**src/rtl/mdu_pkg.sv**
```systemverilog
// Shared definitions for the iterative multiply/divide unit: op codes,
// sequencer state encoding and small op-decoding helpers.
package mdu_pkg;

  localparam logic [1:0] MDU_MULT  = 2'b00;
  localparam logic [1:0] MDU_MULTU = 2'b01;
  localparam logic [1:0] MDU_DIV   = 2'b10;
  localparam logic [1:0] MDU_DIVU  = 2'b11;

  localparam logic [1:0] ST_IDLE = 2'd0;
  localparam logic [1:0] ST_CALC = 2'd1;
  localparam logic [1:0] ST_DONE = 2'd2;

  typedef enum logic [1:0] {
    IDLE = ST_IDLE,
    CALC = ST_CALC,
    DONE = ST_DONE
  } mdu_state_e;

  function automatic logic op_is_div(input logic [1:0] op);
    return op[1];
  endfunction

  function automatic logic op_is_signed(input logic [1:0] op);
    return !op[0];
  endfunction

endpackage

```
**src/rtl/mdu_signfix.sv**
```systemverilog
// Final result shaping: turns unsigned magnitudes into the {HI,LO} value,
// applying sign corrections and the divide-by-zero convention.
module mdu_signfix
  import mdu_pkg::*;
#(
  parameter int WIDTH = 32
) (
  input  logic [1:0]         op,
  input  logic               neg_res,
  input  logic               neg_rem,
  input  logic               div_zero,
  input  logic [WIDTH-1:0]   a_raw,
  input  logic [WIDTH-1:0]   hi_mag,
  input  logic [WIDTH-1:0]   lo_mag,
  output logic [2*WIDTH-1:0] hilo
);

  logic [2*WIDTH-1:0] prod;
  logic [WIDTH-1:0]   rem_fix;
  logic [WIDTH-1:0]   quo_fix;

  always_comb begin
    prod    = {hi_mag, lo_mag};
    rem_fix = neg_rem ? -hi_mag : hi_mag;
    quo_fix = neg_res ? -lo_mag : lo_mag;
    hilo    = prod;
    if (op_is_div(op) && div_zero) begin
      hilo = {a_raw, {WIDTH{1'b1}}};
    end else if (op == MDU_MULT && neg_res) begin
      hilo = -prod;
    end else if (op == MDU_DIV) begin
      hilo = {rem_fix, quo_fix};
    end
  end

endmodule

```
**src/rtl/mdu_iter.sv**
```systemverilog
// Iterative radix-2 multiply/divide sequencer: shift-add multiply and
// restoring divide sharing one adder, with start/busy/valid/cancel handshake.
module mdu_iter
  import mdu_pkg::*;
#(
  parameter int WIDTH = 32,
  parameter int CNT_W = $clog2(WIDTH) + 1
) (
  input  logic               clk,
  input  logic               resetn,
  input  logic               start,
  input  logic [1:0]         op,
  input  logic [WIDTH-1:0]   a,
  input  logic [WIDTH-1:0]   b,
  input  logic               cancel,
  output logic               busy,
  output logic               valid,
  output logic [2*WIDTH-1:0] hilo_out
);

  mdu_state_e         state_q, state_d;
  logic [1:0]         op_q, op_d;
  logic [CNT_W-1:0]   cnt_q, cnt_d;
  logic [WIDTH-1:0]   hi_q, hi_d;
  logic [WIDTH-1:0]   lo_q, lo_d;
  logic [WIDTH-1:0]   opnd_q, opnd_d;
  logic [WIDTH-1:0]   araw_q, araw_d;
  logic               neg_res_q, neg_res_d;
  logic               neg_rem_q, neg_rem_d;
  logic               div_zero_q, div_zero_d;
  logic               valid_q, valid_d;
  logic [2*WIDTH-1:0] hilo_q, hilo_d;

  logic               a_neg, b_neg;
  logic [WIDTH-1:0]   a_mag, b_mag;
  logic [WIDTH+1:0]   add_x, add_y, add_sum;
  logic               add_cin;
  logic [WIDTH-1:0]   hi_step, lo_step;
  logic [2*WIDTH-1:0] hilo_fix;

  assign a_neg = op_is_signed(op) && a[WIDTH-1];
  assign b_neg = op_is_signed(op) && b[WIDTH-1];
  assign a_mag = a_neg ? -a : a;
  assign b_mag = b_neg ? -b : b;

  // One adder serves both: add multiplicand for multiply, subtract divisor for divide.
  always_comb begin
    if (op_is_div(op_q)) begin
      add_x   = {1'b0, hi_q, lo_q[WIDTH-1]};
      add_y   = ~{2'b00, opnd_q};
      add_cin = 1'b1;
    end else begin
      add_x   = {2'b00, hi_q};
      add_y   = lo_q[0] ? {2'b00, opnd_q} : '0;
      add_cin = 1'b0;
    end
    add_sum = add_x + add_y + {{(WIDTH+1){1'b0}}, add_cin};
  end

  always_comb begin
    if (op_is_div(op_q)) begin
      if (!add_sum[WIDTH+1]) begin
        hi_step = add_sum[WIDTH-1:0];
        lo_step = {lo_q[WIDTH-2:0], 1'b1};
      end else begin
        hi_step = {hi_q[WIDTH-2:0], lo_q[WIDTH-1]};
        lo_step = {lo_q[WIDTH-2:0], 1'b0};
      end
    end else begin
      hi_step = add_sum[WIDTH:1];
      lo_step = {add_sum[0], lo_q[WIDTH-1:1]};
    end
  end

  mdu_signfix #(.WIDTH(WIDTH)) u_signfix (
    .op       (op_q),
    .neg_res  (neg_res_q),
    .neg_rem  (neg_rem_q),
    .div_zero (div_zero_q),
    .a_raw    (araw_q),
    .hi_mag   (hi_step),
    .lo_mag   (lo_step),
    .hilo     (hilo_fix)
  );

  // The result is registered on the edge into DONE, so a cancel seen on that edge suppresses it.
  always_comb begin
    state_d    = state_q;
    op_d       = op_q;
    cnt_d      = cnt_q;
    hi_d       = hi_q;
    lo_d       = lo_q;
    opnd_d     = opnd_q;
    araw_d     = araw_q;
    neg_res_d  = neg_res_q;
    neg_rem_d  = neg_rem_q;
    div_zero_d = div_zero_q;
    valid_d    = 1'b0;
    hilo_d     = hilo_q;
    case (state_q)
      IDLE: begin
        if (start && !cancel) begin
          state_d    = CALC;
          op_d       = op;
          cnt_d      = '0;
          hi_d       = '0;
          lo_d       = op_is_div(op) ? a_mag : b_mag;
          opnd_d     = op_is_div(op) ? b_mag : a_mag;
          araw_d     = a;
          neg_res_d  = a_neg ^ b_neg;
          neg_rem_d  = a_neg;
          div_zero_d = (b == '0);
        end
      end
      CALC: begin
        hi_d  = hi_step;
        lo_d  = lo_step;
        cnt_d = cnt_q + CNT_W'(1);
        if (cnt_q == CNT_W'(WIDTH-1)) begin
          state_d = DONE;
          valid_d = 1'b1;
          hilo_d  = hilo_fix;
        end
      end
      DONE: begin
        state_d = IDLE;
      end
      default: begin
        state_d = IDLE;
      end
    endcase
    if (cancel) begin
      state_d = IDLE;
      valid_d = 1'b0;
      hilo_d  = hilo_q;
    end
  end

  always_ff @(posedge clk or negedge resetn) begin
    if (!resetn) begin
      state_q    <= IDLE;
      op_q       <= '0;
      cnt_q      <= '0;
      hi_q       <= '0;
      lo_q       <= '0;
      opnd_q     <= '0;
      araw_q     <= '0;
      neg_res_q  <= 1'b0;
      neg_rem_q  <= 1'b0;
      div_zero_q <= 1'b0;
      valid_q    <= 1'b0;
      hilo_q     <= '0;
    end else begin
      state_q    <= state_d;
      op_q       <= op_d;
      cnt_q      <= cnt_d;
      hi_q       <= hi_d;
      lo_q       <= lo_d;
      opnd_q     <= opnd_d;
      araw_q     <= araw_d;
      neg_res_q  <= neg_res_d;
      neg_rem_q  <= neg_rem_d;
      div_zero_q <= div_zero_d;
      valid_q    <= valid_d;
      hilo_q     <= hilo_d;
    end
  end

  assign busy     = (state_q != IDLE);
  assign valid    = valid_q;
  assign hilo_out = hilo_q;

endmodule
```
**config.mk**
```make
export PLATFORM = sky130hd
export DESIGN_NAME = mdu_iter
export DESIGN_NICKNAME = d
export VERILOG_FILES = /design/src/rtl/mdu_pkg.sv /design/src/rtl/mdu_signfix.sv /design/src/rtl/mdu_iter.sv
export SDC_FILE = /design/constraint.sdc
export NUM_CORES = 1
export LEC_CHECK = 0
export BUFFER_PORTS_ARGS = -buffer_cell sky130_fd_sc_hd__buf_2
export CAP_MARGIN = 5
export CORE_MARGIN = 4
export CORE_UTILIZATION = 50
export CTS_CLUSTER_DIAMETER = 40
export DETAILED_ROUTE_END_ITERATION = 8
export GPL_ROUTABILITY_DRIVEN = 0
export GPL_TIMING_DRIVEN = 1
export PLACE_DENSITY = 0.73
export SETUP_SLACK_MARGIN = 0.1
export SYNTH_ARGS = -nofsm -noshare
export SYNTH_HDL_FRONTEND = slang
export SYNTH_SLANG_ARGS = --single-unit
```
**constraint.sdc**
```tcl
create_clock -name clk -period 15.8 [get_ports clk]
set_input_delay 1.58 -clock clk [delete_from_list [all_inputs] [get_ports clk]]
set_output_delay 1.58 -clock clk [all_outputs]
set_load 0.005 [all_outputs]
```
# == Word-level counts from Yosys, hierarchy flattened ==
# Index checks and enable logic that the tools add are counted.
# Widths: inputs -> output; s select.
# totals
reg_bits,206
input_bits,70
word_cells,75
out_inout_bits,66
# op_classes
n_eq_ne,6
add_sub_neg,8
n_reduce_logical,16
muxes,30
bitwise_logic,3
# ops
operator,n
$mux 32,12
$mux 64,3
$neg 32->32,4
$pmux 32 s2,2
$neg 64->64,1
$add 34x1->34,1
$add 34x34->34,1
$mux 34,1
$not 32->34,1
$mux 33,1
$logic_not 32->1,1
$pmux 6 s2,1
$add 6x1->6 const B,1
$eq 6x5->1 const B,1
$mux 2,3
$mux 6,1
$ne 3x3->1 const B,2
$reduce_and 2->1,3
$logic_and 1x1->1,5
$mux 1,5
$logic_not 2->1,2
$pmux 2 s2,1
$reduce_bool 2->1,2
$reduce_and 3->1,1
6 further kinds,7

# == Logic depth before layout (Yosys ltp) ==
# Gate-level depths: netlist of the first run.
# depth
word_depth,11
mapped_depth,31
depth_no_buf,21

# == Modules after synthesis ==
# Synthesis of the first run repeated with hierarchy kept, for this count alone.
# hier_totals
cells_unflattened,1878
area_unflattened_um2,15451.1
# by_module_without_submodules
mod,area_per_inst_um2,seq_area_each_um2,n_inst,cells_each
mdu_iter,13193.9,5154.9,1,1502
mdu_signfix,2257.2,0.0,1,376

# == Worst setup path before layout of the first run ==
# No wires, ideal clock.
# synth_path
path_type,register to register
from,reg op_q[1]
to,"reg hilo_q[56], in the netlist hilo_out[56]"
t_required_ps,15659
t_arrival_ps,6754
stages_incl_launch_ff,31
synth_period_minus_slack_ps,6895
slack_ps,8905
path_cell_list,dfrtp_1 buf_2 buf_2 buf_2 buf_2 buf_2 clkbuf_1 buf_2 buf_2 buf_1 mux2_2 ha_1 buf_4 a21oi_4 o21a_1 o32ai_1 o31a_1 buf_6 buf_8 o22ai_1 ha_1 nand2b_1 nand2b_1 nor3_1 nand2_1 o21ai_1 inv_1 nor2_1 and3_1 mux2i_1 a31oi_1
# synth_between
elab_chain_len,10
word_cells_on_any_way,19
cone_classes,add/sub: 4; eq/ne: 1; mux: 11; reduce/logical: 3
# synth_rtl
item,line_no,rtl
from (decl),mdu_iter.sv:22,"logic [1:0] op_q, op_d;"
from (signal assigned),mdu_iter.sv:155,op_q <= op_d;
$mux 33 or $mux 34 (tied branches),mdu_iter.sv:48,if (op_is_div(op_q)) begin
$add 34x34->34,mdu_iter.sv:57,"add_sum = add_x + add_y + {{(WIDTH+1){1'b0}}, add_cin};"
$add 34x1->34,mdu_iter.sv:57,
$mux 32,mdu_iter.sv:62,if (!add_sum[WIDTH+1]) begin
$mux 32,mdu_iter.sv:61,if (op_is_div(op_q)) begin
$neg 32->32,mdu_signfix.sv:24,rem_fix = neg_rem ? -hi_mag : hi_mag;
$mux 32,mdu_signfix.sv:24,
$mux 64,mdu_signfix.sv:31,end else if (op == MDU_DIV) begin
$mux 64,mdu_signfix.sv:29,end else if (op == MDU_MULT && neg_res) begin
$mux 64 *,mdu_signfix.sv:27,if (op_is_div(op) && div_zero) begin
to (signal assigned),mdu_iter.sv:165,hilo_q <= hilo_d;
to (decl),mdu_iter.sv:32,"logic [2*WIDTH-1:0] hilo_q, hilo_d;"
# Mark *: on every way between the ends. The rest lies on a longest branch, timed or not.
# A chain may end at the register's enable or synchronous reset.

# == Worst setup path in the final report of the first run ==
# Ends and elaborated chain as after synthesis.

==> results.rst, run 1 <==
.. list-table::
   :header-rows: 1

   * - Metric
     - Value
   * - Outcome
     - finished, final reports clean
   * - Per-instance average area after synthesis
     - a little under 8 um^2
   * - CTS tree
     - yes
   * - Most common library cells after synthesis
     - nand2_1, dfrtp_1, o21ai_0
   * - Kind of end point of the critical path
     - register
   * - Global-route wire length before repair
     - approximately 87 mm
   * - Most used standard cell by instance count after synthesis
     - nand2_1
   * - Worst path max stage delay
     - about 0.78 ns
   * - Warnings from Yosys
     - 0
   * - Number of synthesized register bits
     - approximately 200
   * - Iteration-0 DRC count of the detailed router
     - 1847
   * - # hold bufs at CTS
     - 0
   * - Total detailed-routing wirelength
     - ~56 mm
   * - Remaining global-route overflow
     - 0
   * - Worst path bufs/invs
     - 3
   * - First-pass iteration count of the detailed router
     - 6
   * - Area share of the largest cell type after synthesis
     - 0.321
   * - Total clock buffers created by CTS
     - 30
   * - Dominant delay contributor by cell family on the critical path
     - compound AO/OA/AOI/OAI gates
   * - Final period utilization
     - 0.485
   * - Area of the die
     - about 0.035 mm^2
   * - Unrepaired setup endpoints after global routing
     - no
   * - Power per standard cell area
     - ~180 mW/mm^2
   * - Worst setup path category
     - reg -> reg
   * - Setup violations, final
     - 0
   * - Setup Fix Bufs, Post-CTS
     - 0
   * - Headroom to the max-slew limit
     - 0.188
   * - Via count
     - around 17000
   * - Worst-skew pair later-pin latency
     - ~0.56 ns
   * - Number of distinct library cells after synthesis
     - 93
   * - Die Width
     - 187 um
   * - Non-filler instance count after layout
     - around 2500
   * - Overall routing resource usage
     - 0.308
   * - Maximum achievable frequency
     - 131 MHz
   * - Via count of the first global-routing pass
     - about 15000
   * - Slowest-stage cell, CP
     - inv_1
   * - Largest buffer count on any clock path
     - 3
   * - Required time of the worst setup path
     - roughly 16 ns
   * - Share of final-layout standard cells stronger than drive strength 1
     - 0.133
   * - Worst Skew
     - between 0.02 and 0.025 ns
   * - Slew Viols, Final
     - 0
   * - Cell count after synthesis
     - about 2100
   * - Count of final hold-check violations
     - 0
   * - Sequential-to-total area share from yosys stat
     - 0.321
   * - Period minus WS final
     - between 7 and 8 ns
   * - Top cells by area, synth
     - dfrtp_1, nand2_1, o21ai_0, a21oi_1, nor2_1
   * - Count of nets after finishing
     - between 2000 and 2500
   * - Routed wire length per instance
     - about 22 um
   * - Count of input and output buffers
     - around 140
   * - CTS clock-pin slew for the worst setup and hold paths
     - approximately 0.06 ns
   * - Max FO, Critical Path
     - 75
   * - Number of sinks driven by the clock tree
     - 206
   * - Number of rows in the core area
     - 65
   * - Core Region
     - 0.0316 mm^2
   * - Root buffer cell
     - clkbuf_16
   * - Asr flop ratio synth
     - 1.00
   * - Detail Placement HPWL
     - 42.1 mm
   * - Leakage power
     - between 0.007 and 0.008 uW
   * - Path class of the lowest-slack min-delay path
     - reg -> reg
   * - Number of inserted diodes
     - 0
   * - Post-synthesis instance area
     - about 0.016 mm^2
   * - Library cell occupying the most area in the post-synthesis netlist
     - dfrtp_1
   * - Worst path cell trace
     - inv_1 -> buf_4 -> o21ai_0 -> ha_1 -> a21oi_2 -> o21ai_1 -> a311o_1 -> or3_1 -> o22ai_1 -> ha_1 -> nand2b_1 -> nand2b_1 -> nor3_1 -> nand2_1 -> o21ai_1 -> inv_1 -> nor2_1 -> and3_1 -> mux2i_1 -> a31oi_1
   * - Syn-to-layout area delta
     - 10.9%
   * - Total of cells resized after clock tree synthesis
     - 0
   * - Number of flops mapped to enable cells by yosys
     - 0
   * - Number of remaining DRC errors
     - 0
   * - Placed cell count
     - between 2000 and 2500
   * - Remaining antenna violation count after routing
     - 0
   * - Maximum number of pins on one net before global-route repair
     - approximately 130
   * - Dominant register cell in the synthesized netlist
     - dfrtp_1
   * - Type of element launching the critical path
     - register
   * - Max-cap viol count
     - 0
   * - Nets in the synthesized netlist
     - approximately 2200
   * - Setup TNS after final layout
     - 0 ns
   * - Data arrival time of the worst path
     - 8.03 ns
   * - Maximum level of the CTS H-tree
     - 1
   * - # IOs
     - between 100 and 150
   * - Slew at the pin closest to its max-slew limit
     - approximately 1.2 ns
   * - Antenna violations before repair
     - 1
   * - Die Ht
     - around 190 um
   * - Worst vdd ir
     - 83.7 uV
   * - Effective utilization at floorplan
     - 0.508
   * - Detail-routed via count per cell
     - 6.53
## cell families (layout without fill, tap and decap cells)
family | Yosys count | in the layout | synth area share
AND/OR/NAND/NOR | 830 | 830 | 0.241
AO/OA/AOI/OAI | 615 | 615 | 0.243
flip-flops | 206 | 206 | 0.321
buffers and inverters | 173 | 242 | 0.0468
XOR/XNOR | 130 | 130 | 0.0708
multiplexers | 72 | 72 | 0.0470
adder cells (fa/ha/maj) | 39 | 39 | 0.0313
## layout make-up
type,instances,area [um^2]
clock buffers,38,842
clock inverters,15,180
fillers,2885,13800
inverters,39,146
multi-input cells,1686,10200
flip-flops and latches,206,5160
well taps,402,503
repair buffers,150,800
## state kept, by name (all words and copies together) (netlist names)
register    flops
div_zero_q      1
cnt_q           6
lo_q           32
opnd_q         32
hi_q           32
araw_q         32
neg_res_q       1
valid           1
neg_rem_q       1
hilo_out       64
state_q         2
op_q            2
## through the flow
step	hold WS, ns	utilization	worst slack (ns)	instance area (um^2)	power [uW]
floorplan	0.437	-	8.91	16100	2060
global placement	0.452	0.531	8.73	16800	2510
detailed placement	0.459	0.531	8.36	16800	2560
CTS	0.473	0.564	8.32	17800	3250
global route	0.493	0.564	7.66	17800	3490
finish	0.468	0.564	8.14	17800	3300
## routing by layer
| layer | GRT usage | routed length, um | up-vias |
|---|---|---|---|
| met4 | 0.159 | 3480 | 2 |
| met5 | 0 | 11 | - |
| li1 | - | - | 7567 |
| met3 | 0.0523 | 5220 | 206 |
| met1 | 0.411 | 22500 | 7870 |
| met2 | 0.481 | 25200 | 906 |
## layout by cell type (no fill, tap or decap), types with 10 or more instances in the layout
cell       count
a21oi_1      165
nand3_1       74
xor2_1        68
buf_2        133
xnor2_1       62
or3_1         26
mux2_2        28
nor2_1       180
o22ai_1       10
nor4_1        21
o21a_1        16
dfrtp_1      205
nor2b_1       11
nand4_1       16
ha_1          37
and2_1        12
o221ai_1      36
o21ai_0      202
a31oi_1       23
nand2b_1      13
buf_4         16
and3_1        22
mux2i_1       44
clkbuf_16     31
o211ai_1      19
nand2_1      353
a21o_1        15
inv_1         38
nor3_1        42
o31ai_1       16
## power by group
part           switching [uW]  internal [uW]  total (uW)
combinational            1170            654        1820
clock                     259            427         686
sequential                144            645         788
## worst reg2reg max path: cells and delay by family, from the launching register on
| kind | cells | cell delay [ns] |
|---|---|---|
| AO/OA/AOI/OAI | 7 | 2.17 |
| AND/OR/NAND/NOR | 7 | 2.07 |
| buffers and inverters | 3 | 1.55 |
| flip-flops | 1 | 0.77 |
| adder cells (fa/ha/maj) | 2 | 0.75 |
| multiplexers | 1 | 0.18 |
## final timing paths
kind	startpoint	to	slack, ns	cells past startpoint
setup / recovery	op_q[1]$_DFFE_PN0P_	hilo_out[56]$_DFFE_PN0P_	8.14	20
hold / removal	araw_q[8]$_DFFE_PN0P_	araw_q[8]$_DFFE_PN0P_	0.47	2
setup reg to reg	op_q[1]$_DFFE_PN0P_	hilo_out[56]$_DFFE_PN0P_	8.14	20
hold reg to reg	araw_q[8]$_DFFE_PN0P_	araw_q[8]$_DFFE_PN0P_	0.47	2
max in group asynchronous	resetn	op_q[1]$_DFFE_PN0P_	12.41	3
min in group asynchronous	resetn	araw_q[15]$_DFFE_PN0P_	1.02	1
(Power assumes the default switching activity.)
==> inputs of run 2 (changes only) <==
- PLACE_DENSITY: 0.73 -> 0.75
- clock period: 15.8 -> 6.2 ns (I/O delays scaled with it)
==> results.rst, run 2 (synthesis gave the netlist of run 1 again) <==
.. list-table::
   :header-rows: 1

   * - Metric
     - Value
   * - Outcome
     - finished, final reports clean
   * - Slew Viols, Final
     - 0 (unchanged)
   * - Total detailed-routing wirelength
     - 56.2 mm (-0.43%)
   * - Layout filler cell count
     - 2856 (-1.0%)
   * - Post-Place Worst Slack
     - 0.617 ns (-7.74 ns)
   * - Final period utilization
     - 0.940 (+0.455)
   * - Leakage power
     - 0.00790 uW (+0.99%)
   * - Detail-routed via count per cell
     - 6.51 (-0.29%)
   * - Flip-flop count of the largest register, all copies and words added
     - 64 (unchanged)
   * - Period minus WS final
     - 5.83 ns (-1.83 ns)
   * - Worst path bufs/invs
     - 2 (-1)
   * - Maximum achievable frequency
     - 172 MHz (+31%)
   * - Remaining global-route overflow
     - 0 (unchanged)
   * - Leading cell type in the layout, fill and taps excluded
     - nand2_1
   * - Count of input and output buffers
     - 135 (unchanged)
   * - Number of sinks driven by the clock tree
     - 206 (unchanged)
   * - Antenna violations before repair
     - 2 (+1)
   * - Largest buffer count on any clock path
     - 3 (unchanged)
   * - Max FO, Critical Path
     - 104 (+39%)
   * - Worst-skew pair later-pin latency
     - 0.58 ns (+0.02 ns)
   * - # IOs
     - 136 (unchanged)
   * - Commonest cells after routing, fill and taps aside
     - nand2_1, dfrtp_1, o21ai_0
   * - Gr busiest metal
     - met2
   * - Worst path max stage delay
     - 0.45 ns (-0.33 ns)
   * - Slowest-stage cell, CP
     - dfrtp_4
   * - Overall routing resource usage
     - 0.308 (+0.000321)
   * - CTS tree
     - yes
   * - Max-cap viol count
     - 0 (unchanged)
   * - Root buffer cell
     - clkbuf_16
   * - Core Region
     - 0.0316 mm^2 (unchanged)
   * - Maximum level of the CTS H-tree
     - 1 (unchanged)
   * - Worst setup startpoint
     - op_q[1]$_DFFE_PN0P_
   * - First-pass iteration count of the detailed router
     - 7 (+1)
   * - Die Width
     - 187 um (unchanged)
   * - Number of rows in the core area
     - 65 (unchanged)
   * - Count of nets after finishing
     - 2233 (+0.50%)
   * - CTS clock-pin slew for the worst setup and hold paths
     - 0.06 ns (about the same)
   * - Design Power
     - 8590 uW (+160%)
   * - Effective utilization at floorplan
     - 0.508 (unchanged)
   * - Worst path cell trace
     - buf_12 -> mux2_2 -> ha_1 -> a21oi_4 -> o21ai_1 -> a311o_1 -> or3_1 -> o22ai_2 -> ha_1 -> nand2b_1 -> nand2b_1 -> nor3_2 -> nand2_1 -> o21ai_4 -> inv_1 -> nor2_1 -> and3_1 -> mux2i_1 -> a31oi_1
   * - Worst Skew
     - 0.0258 ns (+0.000815 ns)
   * - Headroom to the max-slew limit
     - 0.177 (-0.0103)
   * - Worst setup slack after layout
     - 0.371 ns (-7.77 ns)
   * - Number of remaining DRC errors
     - 0 (unchanged)
   * - Worst setup path category
     - reg -> reg
   * - Via count
     - 16600 (+0.34%)
   * - Dominant delay contributor by cell family on the critical path
     - simple AND/OR/NAND/NOR gates
   * - Share of final-layout standard cells stronger than drive strength 1
     - 0.141 (+0.00885)
   * - Worst r2r path cells
     - 19 (-5.0%)
   * - Data arrival time of the worst path
     - 6.22 ns (-1.81 ns)
   * - Detail Placement HPWL
     - 42.0 mm (-0.21%)
   * - Required time of the worst setup path
     - 6.59 ns (-9.58 ns)
   * - Power per standard cell area
     - 477 mW/mm^2 (+160%)
   * - Internal reg-to-reg setup slack
     - 0.37 ns (-7.77 ns)
   * - Type of element launching the critical path
     - register
   * - Setup TNS after final layout
     - 0 ns (unchanged)
   * - Global Route met2 Usage
     - 0.484 (+0.00238)
   * - Number of cells on the critical path
     - 19 (-5.0%)
   * - # hold bufs at CTS
     - 0 (unchanged)
   * - Maximum number of pins on one net before global-route repair
     - 125 (unchanged)
   * - Met3 Track Usage GR
     - 0.0511 (-0.00112)
   * - Non-filler instance count after layout
     - 2552 (+0.63%)
   * - Worst reg2reg endpoint
     - hilo_out[56]$_DFFE_PN0P_
   * - Path class of the lowest-slack min-delay path
     - in -> async
   * - Kind of end point of the critical path
     - register
   * - Count of final hold-check violations
     - 0 (unchanged)
   * - Worst vdd ir
     - 242 uV (+190%)
   * - Total clock buffers created by CTS
     - 31 (+3.3%)
   * - Placed cell count
     - 2493 (+0.40%)
   * - Global Route met1 Usage
     - 0.408 (-0.00236)
   * - Last element of the critical path
     - hilo_out[56]$_DFFE_PN0P_
   * - Total of cells resized after clock tree synthesis
     - 0 (unchanged)
   * - Global-route wire length before repair
     - 87.7 mm (+0.80%)
   * - Syn-to-layout area delta
     - 12.0%
   * - Setup violations, final
     - 0 (unchanged)
   * - Slew at the pin closest to its max-slew limit
     - 1.23 ns (+0.0153 ns)
   * - Area of the die
     - 0.0351 mm^2 (unchanged)
   * - Iteration-0 DRC count of the detailed router
     - 2051 (+11%)
   * - Crit Reg-Reg Startpoint
     - op_q[1]$_DFFE_PN0P_
   * - Die Ht
     - 187 um (unchanged)
   * - Unrepaired setup endpoints after global routing
     - no
   * - Routed wire length per instance
     - 22.0 um (-1.1%)
   * - Setup Fix Bufs, Post-CTS
     - 0 (unchanged)
   * - Remaining antenna violation count after routing
     - 0 (unchanged)
   * - Via count of the first global-routing pass
     - 15700 (+2.3%)
-- run 2: area by class of cell --
cell class / instances / area (um^2) / share of cell area
Clock buffer: 37 / 848 / 0.0471
Clock inverter: 21 / 250 / 0.0139
Tap cell: 402 / 503 / 0.0279
Multi-Input combinational cell: 1686 / 10200 / 0.567
Antenna cell: 1 / 2.50 / 0.000139
Timing Repair Buffer: 160 / 887 / 0.0492
Sequential cell: 206 / 5160 / 0.286
Inverter: 39 / 146 / 0.00812
-- run 2: power breakdown --
part / internal, uW / switching (uW) / total [uW]
Sequential: 1640 / 366 / 2010
Combinational: 1710 / 3040 / 4750
Clock: 1120 / 707 / 1830
Total: 4470 / 4120 / 8590
-- run 2: per-stage QoR --
step            util  hold WS [ns]  cell area (um^2)
6_report       0.570        0.0611             18000
3_3_place_gp   0.535         0.452             16900
4_1_cts        0.569        0.0899             18000
5_1_grt        0.570         0.109             18000
3_5_place_dp   0.535         0.459             16900
2_1_floorplan      -         0.324             16100
-- run 2: metal layers --
metal | wire [um] | share of wire
met4 | 3570 | 0.063
met5 | 13 | 0.00023
met2 | 24800 | 0.44
met3 | 5670 | 0.10
met1 | 22100 | 0.39
-- run 2: worst reg2reg max path: stages (launching register included) --
cell and delay [ns]:
dfrtp_4 0.45, buf_12 0.42, mux2_2 0.44, ha_1 0.44, a21oi_4 0.24, o21ai_1 0.11
a311o_1 0.41, or3_1 0.43, o22ai_2 0.20, ha_1 0.24, nand2b_1 0.12, nand2b_1 0.20
nor3_2 0.34, nand2_1 0.24, o21ai_4 0.32, inv_1 0.19, nor2_1 0.32, and3_1 0.23
mux2i_1 0.19, a31oi_1 0.09
-- run 2: worst min path at each step --
stage                                 from                  endpoint  slack [ns]  depth (start not counted)
finish                              resetn  hilo_out[57]$_DFFE_PN0P_        0.06                          1
CTS                                 resetn    araw_q[17]$_DFFE_PN0P_        0.09                          1
floorplan                           resetn     araw_q[0]$_DFFE_PN0P_        0.32                          0
global route                        resetn    araw_q[17]$_DFFE_PN0P_        0.11                          1
global placement    araw_q[10]$_DFFE_PN0P_    araw_q[10]$_DFFE_PN0P_        0.45                          2
detailed placement  araw_q[25]$_DFFE_PN0P_    araw_q[25]$_DFFE_PN0P_        0.46                          2
==> inputs of run 3 (changes only) <==
- BUFFER_PORTS_ARGS: -buffer_cell sky130_fd_sc_hd__buf_2 -> -buffer_cell sky130_fd_sc_hd__clkbuf_2
==> results.rst, run 3 (synthesis gave the netlist of run 1 again) <==
.. list-table::
   :header-rows: 1

   * - Metric
     - Value
   * - Internal reg-to-reg setup slack
     - 0.43 ns (+0.06 ns)
   * - CTS tree
     - yes
   * - Crit Reg-Reg Startpoint
     - op_q[1]$_DFFE_PN0P_
   * - Maximum level of the CTS H-tree
     - 1 (unchanged)
   * - Path class of the lowest-slack min-delay path
     - in -> async
   * - Global-route wire length before repair
     - 87.6 mm (about the same)
   * - Kind of end point of the critical path
     - register
   * - Number of inserted diodes
     - 0 (-1)
   * - Type of element launching the critical path
     - register
   * - Via count of the first global-routing pass
     - 15600 (-0.47%)
   * - Worst setup path category
     - reg -> reg
   * - Die Width
     - 187 um (unchanged)
   * - Fin util
     - 0.566 (-0.00352)
   * - Number of sinks driven by the clock tree
     - 206 (unchanged)
   * - Worst reg2reg endpoint
     - hilo_out[56]$_DFFE_PN0P_
   * - Iteration-0 DRC count of the detailed router
     - 2156 (+5.1%)
   * - Required time of the worst setup path
     - 6.59 ns (about the same)
   * - Count of input and output buffers
     - 135 (unchanged)
   * - Total of cells resized after clock tree synthesis
     - 0 (unchanged)
   * - Max-cap viol count
     - 0 (unchanged)
   * - Leakage power
     - 0.00787 uW (-0.43%)
   * - Area of the die
     - 0.0351 mm^2 (unchanged)
   * - Setup Fix Bufs, Post-CTS
     - 0 (unchanged)
   * - Total clock buffers created by CTS
     - 29 (-6.5%)
   * - Design Power
     - 8420 uW (-1.9%)
   * - Non-filler instance count after layout
     - 2548 (-0.16%)
   * - Syn-to-layout area delta
     - 11.3%
   * - First-pass iteration count of the detailed router
     - 8 (+1)
   * - Flip-flop count of the largest register, all copies and words added
     - 64 (unchanged)
   * - Worst setup slack after layout
     - 0.428 ns (+0.0567 ns)
   * - Data arrival time of the worst path
     - 6.16 ns (-0.06 ns)
   * - Remaining antenna violation count after routing
     - 0 (unchanged)
   * - Commonest cells after routing, fill and taps aside
     - nand2_1, dfrtp_1, o21ai_0
   * - Headroom to the max-slew limit
     - 0.180 (+0.00307)
   * - Root buffer cell
     - clkbuf_16
   * - Number of rows in the core area
     - 65 (unchanged)
   * - Multi-input combinational cell area
     - 0.0102 mm^2 (unchanged)
   * - Setup TNS after final layout
     - 0 ns (unchanged)
   * - Effective utilization at floorplan
     - 0.508 (unchanged)
   * - Largest buffer count on any clock path
     - 3 (unchanged)
   * - Maximum number of pins on one net before global-route repair
     - 125 (unchanged)
   * - Antenna violations before repair
     - 0 (-2)
   * - Slew at the pin closest to its max-slew limit
     - 1.23 ns (-0.00260 ns)
   * - # hold bufs at CTS
     - 0 (unchanged)
   * - Share of final-layout standard cells stronger than drive strength 1
     - 0.139 (-0.00260)
   * - Detail Placement HPWL
     - 42.5 mm (+1.1%)
   * - Die Ht
     - 187 um (unchanged)
   * - Maximum achievable frequency
     - 173 MHz (+0.98%)
   * - Slew Viols, Final
     - 0 (unchanged)
   * - Overall routing resource usage
     - 0.307 (-0.000428)
   * - Total detailed-routing wirelength
     - 56.5 mm (+0.51%)
   * - Layout filler cell count
     - 2892 (+1.3%)
   * - Leading cell type in the layout, fill and taps excluded
     - nand2_1
   * - Power per standard cell area
     - 470 mW/mm^2 (-1.3%)
   * - Via count
     - 16700 (+0.79%)
   * - Worst vdd ir
     - 244 uV (+0.99%)
   * - Worst-skew pair later-pin latency
     - 0.56 ns (-0.02 ns)
   * - Core Region
     - 0.0316 mm^2 (unchanged)
   * - Count of final hold-check violations
     - 0 (unchanged)
   * - Period minus WS final
     - 5.77 ns (-0.0567 ns)
   * - # IOs
     - 136 (unchanged)
   * - Routed wire length per instance
     - 22.2 um (+0.67%)
   * - Count of nets after finishing
     - 2232 (-0.045%)
   * - Detail-routed via count per cell
     - 6.57 (+0.95%)
   * - Setup violations, final
     - 0 (unchanged)
   * - Final period utilization
     - 0.931 (-0.00914)
   * - Post-Place Worst Slack
     - 0.648 ns (+0.0309 ns)
   * - Max FO, Critical Path
     - 104 (unchanged)
   * - Worst Skew
     - 0.0147 ns (-0.0111 ns)
   * - Number of remaining DRC errors
     - 0 (unchanged)
   * - CTS clock-pin slew for the worst setup and hold paths
     - 0.06 ns (about the same)
   * - Unrepaired setup endpoints after global routing
     - no
   * - Area taken by flip-flops and latches
     - 0.00516 mm^2 (unchanged)
   * - Worst r2r path cells
     - 17 (-2)
   * - Outcome
     - finished, final reports clean
   * - Placed cell count
     - 2494 (+0.040%)
   * - Remaining global-route overflow
     - 0 (unchanged)
## run 3: cell types whose count changed in the layout (fill, tap and decap cells not counted), sizes merged
| cell | change |
|---|---|
| buf | -132 |
| bufinv | -1 |
| clkbuf | +131 |
| clkinv | -2 |
| clkinvlp | -3 |
| diode | -1 |
| inv | +4 |
## run 3: worst max-delay path: stages, from the launching register on
cell and delay (ns):
dfrtp_4 0.49, buf_12 0.44, mux2_2 0.40, ha_1 0.36, a21oi_1 0.27, o21a_1 0.22, o32ai_1 0.19, o31ai_4 0.48
nand3_2 0.33, o221ai_2 0.43, ha_1 0.24, o221ai_1 0.22, nor4b_4 0.45, nand3_1 0.24, nor2_1 0.28, and3_1 0.22
mux2i_1 0.19, a31oi_1 0.09
## run 3: worst max-delay path by stage
stage                         from                       end  slack, ns  cells past startpoint
3_3_place_gp   op_q[1]$_DFFE_PN0P_  hilo_out[53]$_DFFE_PN0P_       0.75                     16
5_1_grt        op_q[1]$_DFFE_PN0P_  hilo_out[56]$_DFFE_PN0P_       0.15                     17
6_report       op_q[1]$_DFFE_PN0P_  hilo_out[56]$_DFFE_PN0P_       0.43                     17
4_1_cts        op_q[1]$_DFFE_PN0P_  hilo_out[56]$_DFFE_PN0P_       0.60                     19
3_5_place_dp   op_q[1]$_DFFE_PN0P_  hilo_out[56]$_DFFE_PN0P_       0.65                     19
2_1_floorplan  op_q[1]$_DFFE_PN0P_  hilo_out[62]$_DFFE_PN0P_       0.11                     23
## run 3: layout make-up
type,count,share of cell area
multi-input cells,1686,0.571
repair buffers,161,0.0500
flip-flops and latches,206,0.288
clock inverters,19,0.0119
inverters,39,0.00818
well taps,402,0.0281
clock buffers,35,0.0429
## run 3: through the flow
step / area (um^2) / hold WS, ns
floorplan: 16100 / 0.324
global placement: 16900 / 0.451
detailed placement: 16900 / 0.459
CTS: 17900 / 0.0919
global route: 17900 / 0.107
finish: 17900 / 0.0542
## run 3: layer usage
layer	vias to the layer above	GRT usage	share of wire
met4	0	0.154	0.064
met2	1061	0.486	0.44
met5	-	0	0
met1	7857	0.403	0.38
met3	244	0.0622	0.11
li1	7577	-	-
## run 3: power by group
part	switching [uW]	internal [uW]	total [uW]
Clock	692	993	1680
Combinational	3020	1710	4730
Sequential	363	1640	2010
Total	4080	4340	8420
